### src/rtl/adc_frame_align.sv
// Frame alignment and lock monitor for the LVDS ADC receive path.
// Bitslips the deserialisers until the FCLK word matches the frame pattern, then watches for lock loss.
module adc_frame_align #(
    parameter int unsigned AdcBits       = 14,
    parameter int unsigned AdcLanes      = 4,
    parameter int unsigned AdcFrmPattern = 16256,
    parameter int unsigned SettleCycles  = 4,
    parameter int unsigned MatchCount    = 8,
    parameter int unsigned LossThresh    = 4,
    parameter int unsigned MaxRounds     = 2,
    localparam int unsigned SlipW        = $clog2(AdcBits * MaxRounds + 1)
) (
    input  logic                         FrmClk,
    input  logic                         FrmRst_n,
    input  logic                         FrmEna,
    input  logic                         FrmReSync,
    input  logic [AdcBits-1:0]           FrmWord,
    input  logic [AdcLanes*AdcBits-1:0]  DatIn,
    output logic                         FrmBitslip,
    output logic                         FrmAlignDone,
    output logic                         FrmAlignFail,
    output logic                         FrmLockLost,
    output logic [SlipW-1:0]             SlipCount,
    output logic [7:0]                   RelockCount,
    output logic [AdcLanes*AdcBits-1:0]  DatOut,
    output logic [AdcLanes-1:0]          DatValid
);

    localparam int unsigned SettleW = $clog2(SettleCycles + 1);
    localparam int unsigned MatchW  = $clog2(MatchCount + 1);
    localparam int unsigned LossW   = $clog2(LossThresh + 1);

    localparam logic [AdcBits-1:0] Pattern    = AdcBits'(AdcFrmPattern);
    localparam logic [SettleW-1:0] SettleLast = SettleW'(SettleCycles - 1);
    localparam logic [MatchW-1:0]  MatchLast  = MatchW'(MatchCount - 1);
    localparam logic [LossW-1:0]   LossLast   = LossW'(LossThresh - 1);
    localparam logic [SlipW-1:0]   SlipBudget = SlipW'(AdcBits * MaxRounds);

    typedef enum logic [2:0] {
        StIdle, StSettle, StCheck, StSlip, StLocked, StFail
    } state_e;

    state_e                        state_q, state_d;
    logic [SettleW-1:0]            settle_q;
    logic [MatchW-1:0]             match_q;
    logic [LossW-1:0]              loss_q;
    logic [SlipW-1:0]              slip_q;
    logic [7:0]                    relock_q;
    logic                          bitslip_q, done_q, fail_q, lost_q;
    logic [AdcLanes*AdcBits-1:0]   dat_q;
    logic [AdcLanes-1:0]           valid_q;

    logic match, clr, lose;

    assign match = (FrmWord == Pattern);

    always_comb begin
        state_d = state_q;
        clr     = 1'b0;
        lose    = 1'b0;
        if (!FrmEna) begin
            state_d = StIdle;
            clr     = 1'b1;
        end else if (FrmReSync && state_q != StIdle) begin
            // Resync beats a coincident loss-of-lock: no pulse, no relock count.
            state_d = StSettle;
            clr     = 1'b1;
        end else begin
            unique case (state_q)
                StIdle: begin
                    state_d = StSettle;
                    clr     = 1'b1;
                end
                StSettle: if (settle_q == SettleLast) state_d = StCheck;
                StCheck: begin
                    if (!match)                  state_d = StSlip;
                    else if (match_q == MatchLast) state_d = StLocked;
                end
                StSlip:   state_d = (slip_q == SlipBudget) ? StFail : StSettle;
                StLocked: begin
                    if (!match && loss_q == LossLast) begin
                        state_d = StSettle;
                        lose    = 1'b1;
                    end
                end
                StFail:   state_d = StFail;
                default:  state_d = StIdle;
            endcase
        end
    end

    always_ff @(posedge FrmClk or negedge FrmRst_n) begin
        if (!FrmRst_n) begin
            state_q   <= StIdle;
            settle_q  <= '0;
            match_q   <= '0;
            loss_q    <= '0;
            slip_q    <= '0;
            relock_q  <= '0;
            bitslip_q <= 1'b0;
            done_q    <= 1'b0;
            fail_q    <= 1'b0;
            lost_q    <= 1'b0;
            dat_q     <= '0;
            valid_q   <= '0;
        end else begin
            state_q   <= state_d;
            bitslip_q <= (state_d == StSlip);
            done_q    <= (state_d == StLocked);
            fail_q    <= (state_d == StFail);
            valid_q   <= {AdcLanes{state_d == StLocked}};
            lost_q    <= lose;
            dat_q     <= DatIn;

            settle_q <= (!clr && state_q == StSettle && state_d == StSettle) ?
                        settle_q + 1'b1 : '0;
            match_q  <= (!clr && state_q == StCheck && match) ? match_q + 1'b1 : '0;
            loss_q   <= (!clr && !lose && state_q == StLocked && !match) ? loss_q + 1'b1 : '0;

            if (clr || lose)            slip_q <= '0;
            else if (state_d == StSlip) slip_q <= slip_q + 1'b1;

            if (lose && relock_q != 8'hFF) relock_q <= relock_q + 8'd1;
        end
    end

    assign FrmBitslip   = bitslip_q;
    assign FrmAlignDone = done_q;
    assign FrmAlignFail = fail_q;
    assign FrmLockLost  = lost_q;
    assign SlipCount    = slip_q;
    assign RelockCount  = relock_q;
    assign DatOut       = dat_q;
    assign DatValid     = valid_q;

endmodule

### config.mk
export PLATFORM = sky130hd
export DESIGN_NAME = adc_frame_align
export DESIGN_NICKNAME = d
export VERILOG_FILES = /design/src/rtl/adc_frame_align.sv
export SDC_FILE = /design/constraint.sdc
export NUM_CORES = 1
export LEC_CHECK = 0
export ABC_AREA = 1
export CORE_MARGIN = 3
export CORE_UTILIZATION = 43
export CTS_BUF_LIST = sky130_fd_sc_hd__clkbuf_16
export DETAILED_ROUTE_END_ITERATION = 8
export GPL_TIMING_DRIVEN = 0
export PLACE_DENSITY = 0.94
export SYNTH_ARGS = -nofsm -noshare
export SYNTH_HDL_FRONTEND = slang
export SYNTH_SLANG_ARGS = --single-unit
### constraint.sdc
create_clock -name FrmClk -period 2.6 [get_ports FrmClk]
set_input_delay 0.26 -clock FrmClk [delete_from_list [all_inputs] [get_ports FrmClk]]
set_output_delay 0.26 -clock FrmClk [all_outputs]
set_load 0.02 [all_outputs]
Word-level counts from Yosys, hierarchy flattened

Index checks and enable logic that the tools add are counted.

Bits in registers: 87
Input port bits: 74
Output and inout port bits: 77

Add/subtract/negate cells: 5
Equal/unequal tests: 15
Muxes and demuxes: 20
Reduce and logical (&&, ||, !) cells: 17

Operator list:

| cell                                                             | count |
|---|---|
| 3-bit two-way mux                                                | 9 |
| 3-bit case mux with 6 select lines                               | 1 |
| 3-bit by 2-bit == test with 1-bit output (second input constant) | 5 |
| 14-bit == test (second input constant)                           | 1 |
| 3-bit == test (second input constant)                            | 4 |
| 1-bit logical AND                                                | 10 |
| 5-bit two-way mux                                                | 2 |
| 8-bit by 1-bit adder with 8-bit output (second input constant)   | 1 |
| 8-bit != test (second input constant)                            | 1 |
| 1-bit two-way mux                                                | 7 |
| 3-bit by 1-bit adder with 3-bit output (second input constant)   | 2 |
| 3-bit by 1-bit == test with 1-bit output (second input constant) | 2 |
| 5-bit by 1-bit adder with 5-bit output (second input constant)   | 1 |
| 5-bit == test (second input constant)                            | 1 |
| 4-bit by 1-bit adder with 4-bit output (second input constant)   | 1 |
| 4-bit by 3-bit == test with 1-bit output (second input constant) | 1 |
| 4-bit two-way mux                                                | 1 |
| 1-bit zero test                                                  | 3 |
| 3-bit zero test                                                  | 1 |
| 3-bit nonzero test                                               | 1 |
| 2-bit nonzero test                                               | 1 |
| 1-bit logical OR                                                 | 1 |

Depth between registers and ports, before layout

Depth after elaboration: 12
Mapped depth: 11

Worst setup path after synthesis

Ideal clock, no wire load.

Kind: reg2reg
From: reg settle_q[0]
To: reg slip_q[2], in the netlist SlipCount[2]
Setup time: 66 ps
Arrival: 1402 ps
Data required time: 2534 ps
Slack: 1132 ps
Stages on the path, launching flop included: 10
Period minus slack after synthesis: 1468 ps
Cell sequence: dfrtp_1 > ha_1 > ha_1 > a21oi_1 > nor2_1 > nand3_1 > nand4_2 > nand2_1 > nand2_1 > nand2_1

Word-level cells in the longest chain between the ends: 7

Ends and longest elaborated chain:

| what                                     | RTL line | text |
|---|---|---|
| from (decl)                              | 44       | `logic [SettleW-1:0] settle_q;` |
| from (signal assigned)                   | 115      | `settle_q <= (!clr && state_q == StSettle && state_d == StSettle) ?` |
| 3-bit by 2-bit == test with 1-bit output | 74       | `StSettle: if (settle_q == SettleLast) state_d = StCheck;` |
| 3-bit two-way mux                        | 74       |  |
| 3-bit case mux with 6 select lines       | 69       | `unique case (state_q)` |
| 3-bit two-way mux                        | 64       | `end else if (FrmReSync && state_q != StIdle) begin` |
| 3-bit two-way mux                        | 61       | `if (!FrmEna) begin` |
| 3-bit by 2-bit == test with 1-bit output | 121      | `else if (state_d == StSlip) slip_q <= slip_q + 1'b1;` |
| 2-bit nonzero test (no source line)      | -        |  |
| to (signal assigned)                     | 121      |  |
| to (decl)                                | 47       | `logic [SlipW-1:0] slip_q;` |

No other way between the ends.
A chain may end at the register's enable or synchronous reset.

Worst setup path in the final report

From: in FrmWord[7]
To: reg slip_q[0], in the netlist SlipCount[0]

Word-level cells in the longest chain between the ends: 9

Ends and longest elaborated chain:

| what                                                                         | RTL line | text |
|---|---|---|
| from (decl)                                                                  | 17       | `input logic [AdcBits-1:0] FrmWord,` |
| 14-bit == test (*)                                                           | 55       | `assign match = (FrmWord == Pattern);` |
| 1-bit zero test                                                              | 81       | `if (!match && loss_q == LossLast) begin` |
| 1-bit logical AND                                                            | 81       |  |
| 3-bit two-way mux or 1-bit two-way mux (tied branches)                       | 81       |  |
| 3-bit case mux with 6 select lines or 1-bit two-way mux (tied branches)      | 69       |  |
| 3-bit two-way mux or 1-bit two-way mux (tied branches)                       | 64       |  |
| 3-bit two-way mux or 1-bit two-way mux (tied branches)                       | 61       |  |
| 3-bit by 2-bit == test with 1-bit output or 1-bit logical OR (tied branches) | 121, 120 |  |
| 2-bit nonzero test (no source line) or 5-bit two-way mux (tied branches)     | -        |  |

Every way passes the cells marked *; elsewhere a longest branch is shown, timed or not.

==> metrics <==
met3 Use GR 8.68%; R2R setup slack 0.90 ns; Reg2Reg Depth 9; largest net degree at the start of global routing 49; CP Data Required Time 2.81 ns; placed cell count 495; DIE HEIGHT 89.9 um; dpl hpwl 5860 um; vias in the first global route 2603; worst hold slack 0.369 ns; antenna viol nets, final 0; GRT met1 Usage 20.0%; Reg clk slew, reported paths 0.07 ns; pwr dens 598 nW/um2; worst-skew pair later-pin latency 0.32 ns; area grow syn2layout 64.1%; Multi-input gate area 744 um2; Worst Path Max Fanout 7; WL/cell 14.6 um; final worst-path cycle share 66.5%; final setup vio count 0; # Post-CTS Setup Buffers 0; Hold Fails Final Rpt 0; ANT cells 0; Num CTS Buffers 9; fin cells 512; setup tns final 0 ns; Buffers on Ports 150; crit path capture type flip-flop; Synth Flop Type dfrtp_1; fraction of layout cells with a size suffix above 1 8.59%; max-slew violation count 0; H-Tree Depth 3; Post-synth ARST share 100%; routability-driven placement congestion ratio 0.778; switching share of power 22.2%; Tmin final 1.73 ns; filler cell count 410; R2R Path Start state_q[1]; Max VDD drop 0.453 mV; WL final 7450 um; most crowded layer after global routing met2; Initial Util 46.1%; DR pass1 iterations 4; mapped cell area 3030 um2; Overflow after GRT 0; Synth cell types 27; Sink Count 86; status finished, final reports clean; DR vias/cell 4.57; MaxCap Viol Count 0; antenna violations before repair 0; Hold Crit Class in2reg; Clock power frac 41.9%; first-pass GRT wire length 12700 um; sink of the worst hold path DatOut[13]; post-synthesis area per instance 12.1 um2; Data arrival, critical path 1.94 ns; clock root buffer clkbuf_16; Post-Synthesis Cells 251; Combinational Power Share 11.0%; DRT iter0 DRCs 57; hold_sp DatIn[13]; Hold Path Stages 1; switching pwr 0.000660 W; maximum count of clock buffers along a single path 2; TritonCTS clock tree done; Setup CP Type in2reg; die area 8080 um2; I/O pins 151; Worst setup SP type input port; GRT Total Usage 19.9%; Seq/Total Area, Yosys 71.1%; core area 6570 um2; Nets 496; register bit count reported by yosys 86; RSZ-0062 raised after global routing no; Synth Net Count 333; reg-to-reg endpoint SlipCount[0]; leakage 2.24 nW; Slew headroom 66.4%; Max Clock Skew 0.0107 ns; met2 Track Usage GR 35.5%; DRC errors left 0; Seq pwr share 47.1%; Slew @ Worst Pin 0.505 ns; Yosys warnings 0; FF+latch area 2150 um2; Power, Total 0.00297 W; row count 29; chip width 89.9 um; Post-synth EDFFs 0; highest clock rate 578 MHz; Vias 2339; fin util 75.7%; Power Internal 0.00231 W
## what timing repair did
item | CTS | global route
resized for setup | 0 | 0
endpoints found under the hold margin | 38 | 0
endpoints found under the setup margin | 0 | 0
hold buffers | 1 | 0
## final cells by class
cell class / instances / area share [%]
buffer: 5 / 0.831
clock buffer: 9 / 4.53
clock inverter: 7 / 1.44
inverter: 24 / 1.81
multi-input combinational: 136 / 15.0
sequential: 86 / 43.3
tap: 93 / 2.34
timing repair buffer: 152 / 30.8
## power groups by stage
stage | sequential [W] | combinational, W | clock (W)
floorplan | 0.00149 | 0.0000239 | 0
global placement | 0.00142 | 0.000318 | 0
detailed placement | 0.00143 | 0.000329 | 0
CTS | 0.00140 | 0.000333 | 0.00127
finish | 0.00140 | 0.000327 | 0.00125
global route | 0.00140 | 0.000352 | 0.00134
## routing by layer
metal  wire length, um  share of wire (%)
met5                 0                  0
met4               161                2.2
met3               792                 11
met2              3970                 53
met1              2530                 34
## per-stage QoR
stage               cell area (um2)  worst slack (ns)
floorplan                      3030              1.13
global placement               4650             -1.61
detailed placement             4660             0.554
CTS                            4970             0.868
global route                   4970             0.702
finish                         4970             0.871
## logic make-up after synthesis
kind of cell	share of synthesized area (%)
adder cells (fa/ha/maj)	3.31
AND/OR/NAND/NOR	16.6
AO/OA/AOI/OAI	1.82
buffers and inverters	4.34
flip-flops	71.1
XOR/XNOR	2.89
## synthesized netlist by cell type, types with 2 or more instances
library cell   n  area, um2
a21oi_1        4       20.0
buf_4          4       30.0
dfrtp_1       86       2150
ha_1           8        100
inv_1         21       78.8
inv_2          3       11.3
nand2_1       43        161
nand3_1       16       80.1
nand3b_1       2       15.0
nand4_1        4       25.0
nor2_1        30        113
nor2_2         2       12.5
nor3_1         3       15.0
o21ai_0        4       20.0
xor2_1         9       78.8
## cell usage in the layout (no fill, tap or decap), types with 2 or more instances in the layout
cell type,instances
clkdlybuf4s50_1,149
dfrtp_1,86
nand2_1,43
nor2_1,30
inv_1,21
nand3_1,16
xor2_1,9
clkbuf_16,9
ha_1,8
buf_4,5
nand4_1,4
a21oi_1,4
o21ai_0,4
inv_2,3
nor3_1,3
clkinv_2,3
nand3b_1,2
nor2_2,2
inv_6,2
## flip-flops by register name, summed over array words and instances, names as in the netlist
| signal | flops |
|---|---|
| DatOut | 56 |
| RelockCount | 8 |
| SlipCount | 5 |
| match_q | 4 |
| loss_q | 3 |
| settle_q | 3 |
| state_q | 3 |
| DatValid | 1 |
| FrmAlignFail | 1 |
| FrmBitslip | 1 |
| FrmLockLost | 1 |
## worst max-delay path: stages
cell	delay (ns)
clkdlybuf4s50_1	0.45
inv_1	0.04
nor2_1	0.12
nand2_1	0.06
nor2_1	0.14
nand2_1	0.14
nand3_2	0.14
nand3_1	0.12
nand4_2	0.17
nand2_1	0.14
nand2_1	0.09
nand2_1	0.06
## how the worst max path moves through the flow
stage	start	endpoint	slack [ns]
floorplan	settle_q[0]	SlipCount[2]	1.13
global placement	FrmRst_n	DatOut[13]	-1.61
detailed placement	FrmWord[7]	SlipCount[0]	0.55
CTS	DatValid[0]	DatValid[2]	0.87
global route	settle_q[0]	SlipCount[3]	0.70
finish	FrmWord[7]	SlipCount[0]	0.87
(Power assumes the default switching activity.)
